===== src/rtl/mod_dec_inv_mix_columns.sv =====
// AES decryption InvMixColumns stage: iterative, one column per clock,
// full 128-bit result published with a single-cycle done pulse.
module mod_dec_inv_mix_columns #(
    parameter int N = 16
) (
    input  logic              clk,
    input  logic              reset,
    input  logic              enable,
    input  logic [N-1:0][7:0] state,
    output logic [N-1:0][7:0] state_out,
    output logic              busy,
    output logic              done
);

    localparam logic IDLE = 1'b0;
    localparam logic RUN  = 1'b1;

    logic              fsm;
    logic [1:0]        col;
    logic [N-1:0][7:0] in_buf;
    logic [N-1:0][7:0] res_buf;
    logic [N-1:0][7:0] res_next;

    logic [7:0] r0, r1, r2, r3;
    logic [7:0] o0, o1, o2, o3;

    function automatic logic [7:0] xtime(input logic [7:0] x);
        return {x[6:0], 1'b0} ^ (x[7] ? 8'h1b : 8'h00);
    endfunction

    function automatic logic [7:0] mul9(input logic [7:0] x);
        logic [7:0] x2, x4, x8;
        x2 = xtime(x);
        x4 = xtime(x2);
        x8 = xtime(x4);
        return x8 ^ x;
    endfunction

    function automatic logic [7:0] mulb(input logic [7:0] x);
        logic [7:0] x2, x4, x8;
        x2 = xtime(x);
        x4 = xtime(x2);
        x8 = xtime(x4);
        return x8 ^ x2 ^ x;
    endfunction

    function automatic logic [7:0] muld(input logic [7:0] x);
        logic [7:0] x2, x4, x8;
        x2 = xtime(x);
        x4 = xtime(x2);
        x8 = xtime(x4);
        return x8 ^ x4 ^ x;
    endfunction

    function automatic logic [7:0] mule(input logic [7:0] x);
        logic [7:0] x2, x4, x8;
        x2 = xtime(x);
        x4 = xtime(x2);
        x8 = xtime(x4);
        return x8 ^ x4 ^ x2;
    endfunction

    // Row 0 of a column sits in its highest-addressed byte.
    always_comb begin
        r0 = in_buf[{col, 2'd3}];
        r1 = in_buf[{col, 2'd2}];
        r2 = in_buf[{col, 2'd1}];
        r3 = in_buf[{col, 2'd0}];
    end

    always_comb begin
        o0 = mule(r0) ^ mulb(r1) ^ muld(r2) ^ mul9(r3);
        o1 = mul9(r0) ^ mule(r1) ^ mulb(r2) ^ muld(r3);
        o2 = muld(r0) ^ mul9(r1) ^ mule(r2) ^ mulb(r3);
        o3 = mulb(r0) ^ muld(r1) ^ mul9(r2) ^ mule(r3);
    end

    always_comb begin
        res_next = res_buf;
        res_next[{col, 2'd3}] = o0;
        res_next[{col, 2'd2}] = o1;
        res_next[{col, 2'd1}] = o2;
        res_next[{col, 2'd0}] = o3;
    end

    always_ff @(posedge clk or negedge reset) begin
        if (!reset) begin
            fsm       <= IDLE;
            col       <= 2'd0;
            in_buf    <= '0;
            res_buf   <= '0;
            state_out <= '0;
            busy      <= 1'b0;
            done      <= 1'b0;
        end else begin
            done <= 1'b0;
            case (fsm)
                IDLE: begin
                    if (enable) begin
                        in_buf <= state;
                        col    <= 2'd0;
                        fsm    <= RUN;
                        busy   <= 1'b1;
                    end
                end
                RUN: begin
                    res_buf <= res_next;
                    if (col == 2'd3) begin
                        // Publish only complete results.
                        state_out <= res_next;
                        done      <= 1'b1;
                        busy      <= 1'b0;
                        col       <= 2'd0;
                        fsm       <= IDLE;
                    end else begin
                        col <= col + 2'd1;
                    end
                end
                default: fsm <= IDLE;
            endcase
        end
    end

endmodule


===== config.mk =====
export PLATFORM = sky130hd
export DESIGN_NAME = mod_dec_inv_mix_columns
export DESIGN_NICKNAME = d
export VERILOG_FILES = /design/src/rtl/mod_dec_inv_mix_columns.sv
export SDC_FILE = /design/constraint.sdc
export NUM_CORES = 1
export LEC_CHECK = 0
export ABC_CLOCK_PERIOD_IN_PS = 3650
export CORE_UTILIZATION = 39
export DETAILED_ROUTE_END_ITERATION = 8
export SYNTH_ARGS = -nofsm -noshare
export SYNTH_HDL_FRONTEND = slang
export SYNTH_SLANG_ARGS = --single-unit

===== constraint.sdc =====
create_clock -name clk -period 3.65 [get_ports clk]
set_input_delay 0.365 -clock clk [delete_from_list [all_inputs] [get_ports clk]]
set_output_delay 0.365 -clock clk [all_outputs]
set_load 0.05 [all_outputs]

# Word-level counts from Yosys, hierarchy flattened
# Index checks and enable logic that the tools add are counted.
# word_totals
reg_bits	389
inputBits	131
word_cells	163
# op_classes
reduce_logical	7
muxes	43
bitwise_logic	49
n_lt_le_gt_ge	8
add_sub_neg	1
n_eq_ne	3
# ops
operator	n
128-bit bitwise mux	4
8-bit XOR	36
8-bit by 5-bit XOR with 8-bit output	12
8-bit binary-select mux with 2-bit select	4
8-bit demux with 2-bit select	4
8-bit two-way mux	8
5-bit two-way mux	12
4-bit by 5-bit < comparator with 1-bit output, second input constant	4
4-bit by 1-bit greater-or-equal comparator with 1-bit output, second input constant	4
1-bit two-way mux	6
2-bit AND reduction	3
1-bit logical AND	4
2-bit two-way mux	2
1-bit case mux with 2 select lines	2
2-bit case mux with 2 select lines	1
2-bit by 1-bit adder with 2-bit output, second input constant	1
2-bit == test, second input constant	1
2-bit by 1-bit != test with 1-bit output, second input constant	1
2-bit != test, second input constant	1
1-bit NOT	1

# Depth between registers and ports, before layout
# Gate-level depths: netlist (run 1).
# depth
depth_word	17
mapped_depth	12
ltp_nobuf	7

# Worst setup path after synthesis (run 1)
# Ideal clock, no wire load.
# synth_timing
kind	flip-flop to flip-flop
from	register col[0]
to	register state_out[127] (netlist name)
path_stages_with_launch	13
path_slack_ps	590
setup_time_ps	118
required_ps	3532
n_path_buf	5
t_arrival_ps	2942
period_less_slack_ps	3060
path_cell_list	dfrtp_1 > buf_6 > buf_12 > buf_12 > buf_12 > mux4_2 > buf_4 > xnor2_2 > xnor2_1 > xor2_2 > xnor3_1 > and2_1 > a21o_1
# synth_between
elab_chain_len	14
word_cells_on_any_way	67
# synth_rtl
element	line_no	source
from (decl)	19	logic [1:0] col;
from (signal assigned)	116	col <= col + 2'd1;
8-bit binary-select mux with 2-bit select (on tied branches)	65, 66	
8-bit two-way mux (on tied branches)	65, 66	
8-bit by 5-bit XOR with 8-bit output (3 in a row)	28	return {x[6:0], 1'b0} ^ (x[7] ? 8'h1b : 8'h00);
8-bit XOR (on tied branches)	52, 60, 44	
8-bit XOR (on tied branches)	60, 44	
8-bit XOR (3 in a row)	72	o0 = mule(r0) ^ mulb(r1) ^ muld(r2) ^ mul9(r3);
128-bit bitwise mux	80	res_next[{col, 2'd3}] = o0;
128-bit bitwise mux	81	res_next[{col, 2'd2}] = o1;
128-bit bitwise mux	82	res_next[{col, 2'd1}] = o2;
128-bit bitwise mux	83	res_next[{col, 2'd0}] = o3;
to (signal assigned)	110	state_out <= res_next;
to (decl)	10	output logic [N-1:0][7:0] state_out,
# Several ways; a longest one is shown, not always the timed one. The select of a mux whose other input is x is not followed.
# A chain may end at the register's enable or synchronous reset.

# Worst setup path after layout (run 1)
# layout_timing
from	register col[0]
to	register state_out[109] (netlist name)
# layout_between
elab_chain_len	15
word_cells_on_any_way	75
# layout_rtl
element	line_no
8-bit binary-select mux with 2-bit select (on tied branches)	65, 66
8-bit two-way mux (on tied branches)	65, 66
5-bit two-way mux or 8-bit by 5-bit XOR with 8-bit output (tied branches)	28
8-bit by 5-bit XOR with 8-bit output or 5-bit two-way mux (tied branches)	28
8-bit by 5-bit XOR with 8-bit output (2 in a row)	28
8-bit XOR (on tied branches)	52, 60, 44
8-bit XOR (on tied branches)	60, 44
8-bit XOR (3 in a row)	72
128-bit bitwise mux	80
128-bit bitwise mux	81
128-bit bitwise mux	82
128-bit bitwise mux	83
# Several ways; a longest one is shown, not always the timed one. The select of a mux whose other input is x is not followed.

==> out/qor.txt, run 1 <==
clock sinks: 357
core area: 43300 um2
Fill cells: 3763
Worst-Margin Slew: 848 ps
Routability Congestion: 0.818
WL final: 44800 um
worst r2r dst: state_out[109]
layout cells sized above 1: 24.7%
Pre-antenna DRT Iters: 5
DIE AREA: 44900 um2
vias: 10800
Synth top area share: 52.0%
Die Ht: 212 um
Critical Path Most Common Cell: xor3_1
top area cells in the synthesized netlist: dfrtp_1, mux2_2, mux2i_1
cell accounting for the most synthesized area: dfrtp_1
Hold Fails Final Rpt: 0
clock transition at the registers of the reported paths: 60 ps
final period utilization: 95.0%
data arrival time of the worst path: 3920 ps
commonest non-fill, non-tap cell in the layout: dfrtp_1
Port-buffer cells: 260
f_max: 288 MHz
Final Max Tran Viols: 0
Largest stage delay, worst path: 690 ps
Synthesis Warnings: 0
Area Overhead vs Synth: 27.9%
Reg2Reg Setup Slack: 180 ps
Crit Path Max Fanout: 13
crit-path leading delay family: XOR/XNOR gates
fin area: 22000 um2
post-route antenna net violation count: 0
Final HPWL DP: 31600 um
Die W: 212 um
Startpoint Class: flip-flop
worst endpoint required time: 4100 ps
DRC Markers: 0
htree depth: 2
mean post-synth cell area: 13.4 um2
largest net degree at the start of global routing: 113
CTS Buf Count: 40
status: finished, final reports clean
CP Class: flip-flop to flip-flop
DRT iter0 DRCs: 556
slack of the critical path: 183 ps
Post-DP Area: 20600 um2
number of global-route vias before repair: 11000
initial antenna violation count: 1
nets: 1687
crit-path cells: mux4_2 > xnor3_2 > xnor3_1 > xor3_1 > xor3_1 > nor2_1 > a21o_1
row count: 76
Tmin final: 3470 ps
first-pass GRT wire length: 68500 um
total global-route track usage: 20.4%
M3 GR Usage: 3.50%
CTS Buffer Depth: 3
vias per cell: 5.00
Synth cell types: 36
wire length per cell: 20.7 um
RSZ-0062 raised after global routing: false
Final Skew: 25.5 ps
crit path buf inv count: 0
syn nets: 1417
CP Capture Type: flip-flop
met2 Usage GRT: 31.7%
relative slew slack: 43.1%
flops & latches, synth: 357
commonest cells after routing, fill and taps aside: dfrtp_1, clkdlybuf4s50_1, mux2_2
Final setup viols: 0
highest-delay cell along the critical path: mux4_2
CTS tree: yes
Initial Util: 39.7%
worst slack, placed: -54.2 ps
Post-CTS Repair Setup Buffers: 0
Mapped Cells: 1282
Seq/Total Area, Yosys: 52.0%
Syn Std Cell Area: 17200 um2
Reg-to-Reg Start: col[0]
root buf cell: clkbuf_16
worst skew pair latency: 570 ps
max_cap viols: 0
total grt overflow: 0
GRT busiest layer: met2
Min Hold Slack: 419 ps
io pins: 261
met1 Use GR: 29.5%
Register-to-Register Path Depth: 7
Hold Path Class: primary input to asynchronous set/reset pin
==> sequential cells by signal (all words and copies together) (netlist names) <==
name       flops
in_buf       128
state_out    128
res_buf       96
col            2
busy           1
done           1
fsm            1
==> through the flow <==
step	setup TNS (ps)	cells	util, %
detailed placement	-85.8	2094	47.7
finish	0	2165	50.8
global placement	-5.67	2094	47.7
floorplan	0	1282	-
global route	0	2164	50.8
CTS	0	2164	50.7
==> worst max-delay path by stage <==
stage                       from        endpoint  cells past startpoint
after detailed placement  col[0]   state_out[75]                      9
after global routing      col[0]   state_out[76]                      8
final                     col[0]  state_out[109]                      7
after CTS                 col[0]   state_out[85]                      9
after global placement    col[0]   state_out[85]                      9
after floorplan           col[0]  state_out[127]                     12
==> routing by layer <==
metal	vias to the layer above	part of all wire [%]
met5	-	0
met4	0	1.6
met3	49	4.6
met2	263	46
met1	5515	47
li1	5006	-
==> worst reg2reg max path, cell delays in order, from the launching register on <==
cell and delay [ps]:
dfrtp_4 580, mux4_2 700, xnor3_2 470, xnor3_1 450, xor3_1 480, xor3_1 440, nor2_1 80, a21o_1 170
==> timing repair <==
action                                 in CTS  in global routing
endpoints found under the hold margin      85                  0
gates resized for setup                     2                  3
hold buffers                                1                  0
setup endpoints to repair                   5                  4
==> Yosys cell counts <==
cell type / number
a21o_1: 31
a21oi_1: 63
a31oi_1: 3
and2_1: 22
and2_4: 1
buf_1: 6
buf_12: 3
buf_2: 9
buf_4: 5
buf_6: 1
clkbuf_1: 61
clkbuf_2: 1
dfrtp_1: 357
ha_1: 4
inv_1: 2
inv_2: 1
mux2_2: 200
mux2i_1: 75
mux4_2: 32
nand2_1: 65
nand2b_1: 8
nor2_1: 58
nor2b_1: 1
nor3b_1: 18
o21ai_0: 72
o21ai_1: 1
o31ai_1: 1
or3_1: 1
xnor2_1: 79
xnor2_2: 21
xnor2_4: 3
xnor3_1: 25
xnor3_2: 5
xor2_1: 38
xor2_2: 5
xor3_1: 4
==> cell families after synthesis <==
logic type | Yosys count | synth area share, %
DFF | 357 | 52.0
muxes | 307 | 21.7
and+or+nand+nor | 174 | 4.69
buffers and inverters | 89 | 2.45
adders and majority gates | 4 | 0.291
AOI/OAI and AO/OA | 171 | 5.47
xor gates and xnor gates | 180 | 13.4
==> layout make-up <==
type                            count  area, um2  area share, %
Clock buffer                       64       1230           5.61
Timing Repair Buffer              314       3090           14.1
Antenna cell                        1       2.50         0.0114
Multi-Input combinational cell    836       7900           36.0
Tap cell                          585        732           3.33
Clock inverter                      5       57.6          0.262
Sequential cell                   357       8940           40.7
Inverter                            3       12.5         0.0570
Power of run 1 is left out: the tool's default activity adds up to more than one toggle a clock period on the data nets, which glitch-free logic cannot reach.
==> inputs of run 2 (changes only) <==
--- a/config.mk
+++ b/config.mk
@@ -8,6 +8,7 @@
 export ABC_CLOCK_PERIOD_IN_PS = 3650
 export CORE_UTILIZATION = 39
 export DETAILED_ROUTE_END_ITERATION = 8
+export GPL_TIMING_DRIVEN = 0
 export SYNTH_ARGS = -nofsm -noshare
 export SYNTH_HDL_FRONTEND = slang
 export SYNTH_SLANG_ARGS = --single-unit
==> out/qor.txt, run 2 (same netlist as run 1, synthesis figures left out) <==
io pins: 261
nets: 1739
CTS Buffer Depth: 3
fin area: 22500 um2
f_max: 277 MHz
largest net degree at the start of global routing: 119
Initial Util: 39.7%
Area Overhead vs Synth: 31.2%
vias per cell: 5.02
CTS tree: yes
Hold Path Class: primary input to asynchronous set/reset pin
Worst-Margin Slew: 901 ps
root buf cell: clkbuf_16
data arrival time of the worst path: 4060 ps
crit-path leading delay family: XOR/XNOR gates
initial antenna violation count: 6
CTS Buf Count: 40
vias: 11100
worst skew pair latency: 560 ps
Die W: 212 um
row count: 76
Port-buffer cells: 260
relative slew slack: 39.9%
Final Max Tran Viols: 0
Largest stage delay, worst path: 560 ps
htree depth: 2
CP Capture Type: flip-flop
post-route antenna net violation count: 0
clock sinks: 357
Hold Fails Final Rpt: 0
clock transition at the registers of the reported paths: 60 ps
Crit Path Max Fanout: 8
total grt overflow: 0
layout cells sized above 1: 25.2%
total negative slack: 0 ps
crit-path cells: buf_6 > mux4_2 > buf_2 > xor3_2 > xnor3_1 > xnor3_2 > xnor2_4 > buf_12 > buf_4 > and2_1 > a21o_1
final period utilization: 98.9%
RSZ-0062 raised after global routing: true
Largest regs: in_buf x128, state_out x128, res_buf x96
max_cap viols: 0
Tmin final: 3610 ps
total global-route track usage: 21.4%
post-layout util: 52.1%
Routability Congestion: 0.865
number of global-route vias before repair: 11700
wire length per cell: 21.1 um
DIE AREA: 44900 um2
Die Ht: 212 um
Post-DP Area: 20600 um2
DRT iter0 DRCs: 550
first-pass GRT wire length: 71200 um
highest-delay cell along the critical path: xor3_2
Final setup viols: 0
Pre-antenna DRT Iters: 6
core area: 43300 um2
worst endpoint required time: 4100 ps
WL final: 46700 um
commonest non-fill, non-tap cell in the layout: dfrtp_1
Final HPWL DP: 34900 um
commonest cells after routing, fill and taps aside: dfrtp_1, clkdlybuf4s50_1, mux2_2
Min Hold Slack: 262 ps
Final Skew: 28.7 ps
CP Class: flip-flop to flip-flop
Startpoint Class: flip-flop
status: finished, final reports clean
crit path buf inv count: 4
DRC Markers: 0
run 2: changes by cell type in the layout (fill, tap and decap cells not counted), sizes merged:
| cell | change |
|---|---|
| clkbuf | +64 |
| buf | -10 |
| bufinv | -1 |
| clkinv | -1 |
run 2: repair_timing:
item / 4_1_cts / 5_1_grt
hold buffers: 1 / 0
pin swaps: 5 / 12
setup endpoints to repair: 127 / 70
hold endpoints to repair: 32 / 0
buffers inserted: 4 / 12
gates resized for setup: 27 / 32
run 2: worst paths after layout:
kind | start | to | slack (ps) | cells after the start
min in group clk | state[27] | in_buf[27] | 410 | 2
setup reg to reg | col[0] | state_out[101] | 40 | 11
setup / recovery | col[0] | state_out[101] | 40 | 11
max in group asynchronous | reset | in_buf[12] | 1990 | 4
hold reg to reg | res_buf[77] | res_buf[77] | 470 | 2
hold / removal | reset | state_out[80] | 260 | 2
run 2: cell type report:
type	count	area, um2
Antenna cell	1	2.50
Tap cell	585	732
Clock inverter	3	30.0
Buffer	86	424
Inverter	3	11.3
Sequential cell	357	8930
Timing Repair Buffer	280	2870
Fill cell	3749	20700
Multi-Input combinational cell	836	8240
Clock buffer	66	1290
run 2: worst reg2reg max path: cells and delay by family (launching register included):
| family | cells | cell delay [ps] |
|---|---|---|
| and+or+nand+nor | 1 | 140 |
| muxes | 1 | 520 |
| DFF | 1 | 410 |
| xor gates and xnor gates | 4 | 1600 |
| AOI/OAI and AO/OA | 1 | 140 |
| buffers and inverters | 4 | 700 |
run 2: routing by layer:
| layer | up-vias | track usage [%] | share of wire, % |
|---|---|---|---|
| met4 | 8 | 6.25 | 2.2 |
| met1 | 5647 | 27.8 | 44 |
| met2 | 309 | 35.7 | 48 |
| met3 | 71 | 4.70 | 5.7 |
| met5 | - | 0 | 0.12 |
| li1 | 5105 | - | - |
run 2: through the flow:
step	setup WS (ps)	instances
2_1_floorplan	590	1282
3_3_place_gp	-13520	2127
3_5_place_dp	-442	2130
4_1_cts	19.5	2204
5_1_grt	-71.7	2216
6_report	39.5	2217
Power of run 2 is left out for the same reason.
==> inputs of run 3 (changes only) <==
--- a/config.mk
+++ b/config.mk
@@ -6,8 +6,10 @@
 export NUM_CORES = 1
 export LEC_CHECK = 0
 export ABC_CLOCK_PERIOD_IN_PS = 3650
+export CORE_MARGIN = 2
 export CORE_UTILIZATION = 39
 export DETAILED_ROUTE_END_ITERATION = 8
+export GPL_ROUTABILITY_DRIVEN = 0
 export GPL_TIMING_DRIVEN = 0
 export SYNTH_ARGS = -nofsm -noshare
 export SYNTH_HDL_FRONTEND = slang
==> out/qor.txt, run 3 (same netlist as run 1, synthesis figures left out) <==
data arrival time of the worst path: 4030 ps
Die Ht: 214 um
number of global-route vias before repair: 11500
Final Max Tran Viols: 0
CTS Buffer Depth: 3
CP Class: flip-flop to flip-flop
worst endpoint required time: 4130 ps
CTS tree: yes
Die W: 214 um
Final Skew: 19.9 ps
Startpoint Class: flip-flop
layout cells sized above 1: 24.5%
CP Launch Point: col[1]
Initial Util: 39.7%
vias per cell: 5.06
Crit Path Max Fanout: 10
DIE AREA: 45800 um2
commonest non-fill, non-tap cell in the layout: dfrtp_1
wire length per cell: 21.4 um
Area Overhead vs Synth: 30.5%
row count: 76
status: finished, final reports clean
fin area: 22400 um2
root buf cell: clkbuf_16
Fill cells: 3780
RSZ-0062 raised after global routing: true
DRC Markers: 0
Reg2Reg Setup Slack: 100 ps
WL final: 47300 um
core area: 43300 um2
Largest regs: in_buf x128, state_out x128, res_buf x96
CP Capture Type: flip-flop
Worst-Margin Slew: 882 ps
relative slew slack: 41.2%
worst r2r dst: state_out[38]
total grt overflow: 0
Reg-to-Reg Start: col[1]
Final setup viols: 0
max_cap viols: 0
CTS Buf Count: 40
crit path to: state_out[38]
commonest cells after routing, fill and taps aside: dfrtp_1, clkdlybuf4s50_1, mux2_2
DRT iter0 DRCs: 567
nets: 1730
post-route antenna net violation count: 0
final period utilization: 97.2%
Diodes inserted: 0
htree depth: 2
largest net degree at the start of global routing: 117
Tmin final: 3550 ps
Hold Fails Final Rpt: 0
total negative slack: 0 ps
Reg area: 8930 um2
Post-DP Area: 20600 um2
Port-buffer cells: 260
Register-to-Register Path Depth: 12
initial antenna violation count: 3
clock sinks: 357
vias: 11200
Pre-antenna DRT Iters: 5
first-pass GRT wire length: 71600 um
f_max: 282 MHz
total global-route track usage: 21.2%
multi-input combinational cell area: 8270 um2
Hold Path Class: primary input to asynchronous set/reset pin
Final HPWL DP: 35400 um
worst skew pair latency: 560 ps
io pins: 261
clock transition at the registers of the reported paths: 60 ps
[run 3: cell types whose count changed in the layout (fill, tap and decap cells not counted), moves of 3 or more]
cell | previous run | this run
clkbuf_8 | 19 | 10
clkbuf_1 | 68 | 73
xnor2_4 | 13 | 16
xnor2_2 | 36 | 33
buf_4 | 14 | 7
[run 3: worst min-delay path by stage]
| stage | slack, ps | cells past startpoint | endpoint | startpoint |
|---|---|---|---|---|
| after floorplan | 70 | 0 | busy | reset |
| after global placement | 450 | 2 | res_buf[19] | res_buf[19] |
| after detailed placement | 290 | 1 | state_out[0] | reset |
| after CTS | 300 | 2 | state_out[0] | reset |
| after global routing | 330 | 2 | state_out[0] | reset |
| final | 310 | 2 | state_out[0] | reset |
[run 3: area by class of cell]
cell class / instances / area share [%]
Buffer: 86 / 1.89
Clock buffer: 63 / 5.39
Clock inverter: 6 / 0.290
Inverter: 3 / 0.0502
Multi-Input combinational cell: 836 / 36.9
Sequential cell: 357 / 39.8
Tap cell: 585 / 3.26
Timing Repair Buffer: 271 / 12.4
[run 3: timing repair]
| item | 4_1_cts | 5_1_grt |
|---|---|---|
| setup endpoints to repair | 157 | 87 |
| gates resized for setup | 28 | 34 |
| endpoints found under the hold margin | 40 | 0 |
| pin swaps | 5 | 9 |
| hold buffers | 1 | 0 |
| buffers inserted | 1 | 6 |
[run 3: layer usage]
metal | track usage (%) | vias up | routed length, um
met5 | 0 | - | 12
met4 | 5.72 | 2 | 908
met3 | 4.53 | 58 | 2820
met2 | 35.4 | 293 | 23000
met1 | 28.2 | 5735 | 20600
li1 | - | 5074 | -
[run 3: per-stage QoR]
step	cells	setup slack (ps)	utilization (%)	hold WS, ps
after global placement	2127	-13550	47.4	453
after global routing	2207	-60.3	51.8	331
final	2207	104	51.8	305
after detailed placement	2130	-500	47.6	285
after CTS	2201	-29.7	51.2	296
after floorplan	1282	590	-	69.4
[run 3: critical path, cell delays in order (launching register included)]
cell      delay, ps
dfrtp_1         380
clkbuf_4        250
buf_6           200
buf_6           210
buf_6           220
mux4_2          430
xnor2_4         270
buf_4           170
xor2_1          250
xnor2_2         170
xnor2_2         550
mux2i_1         190
a21oi_1         170
Power of run 3 is left out for the same reason.
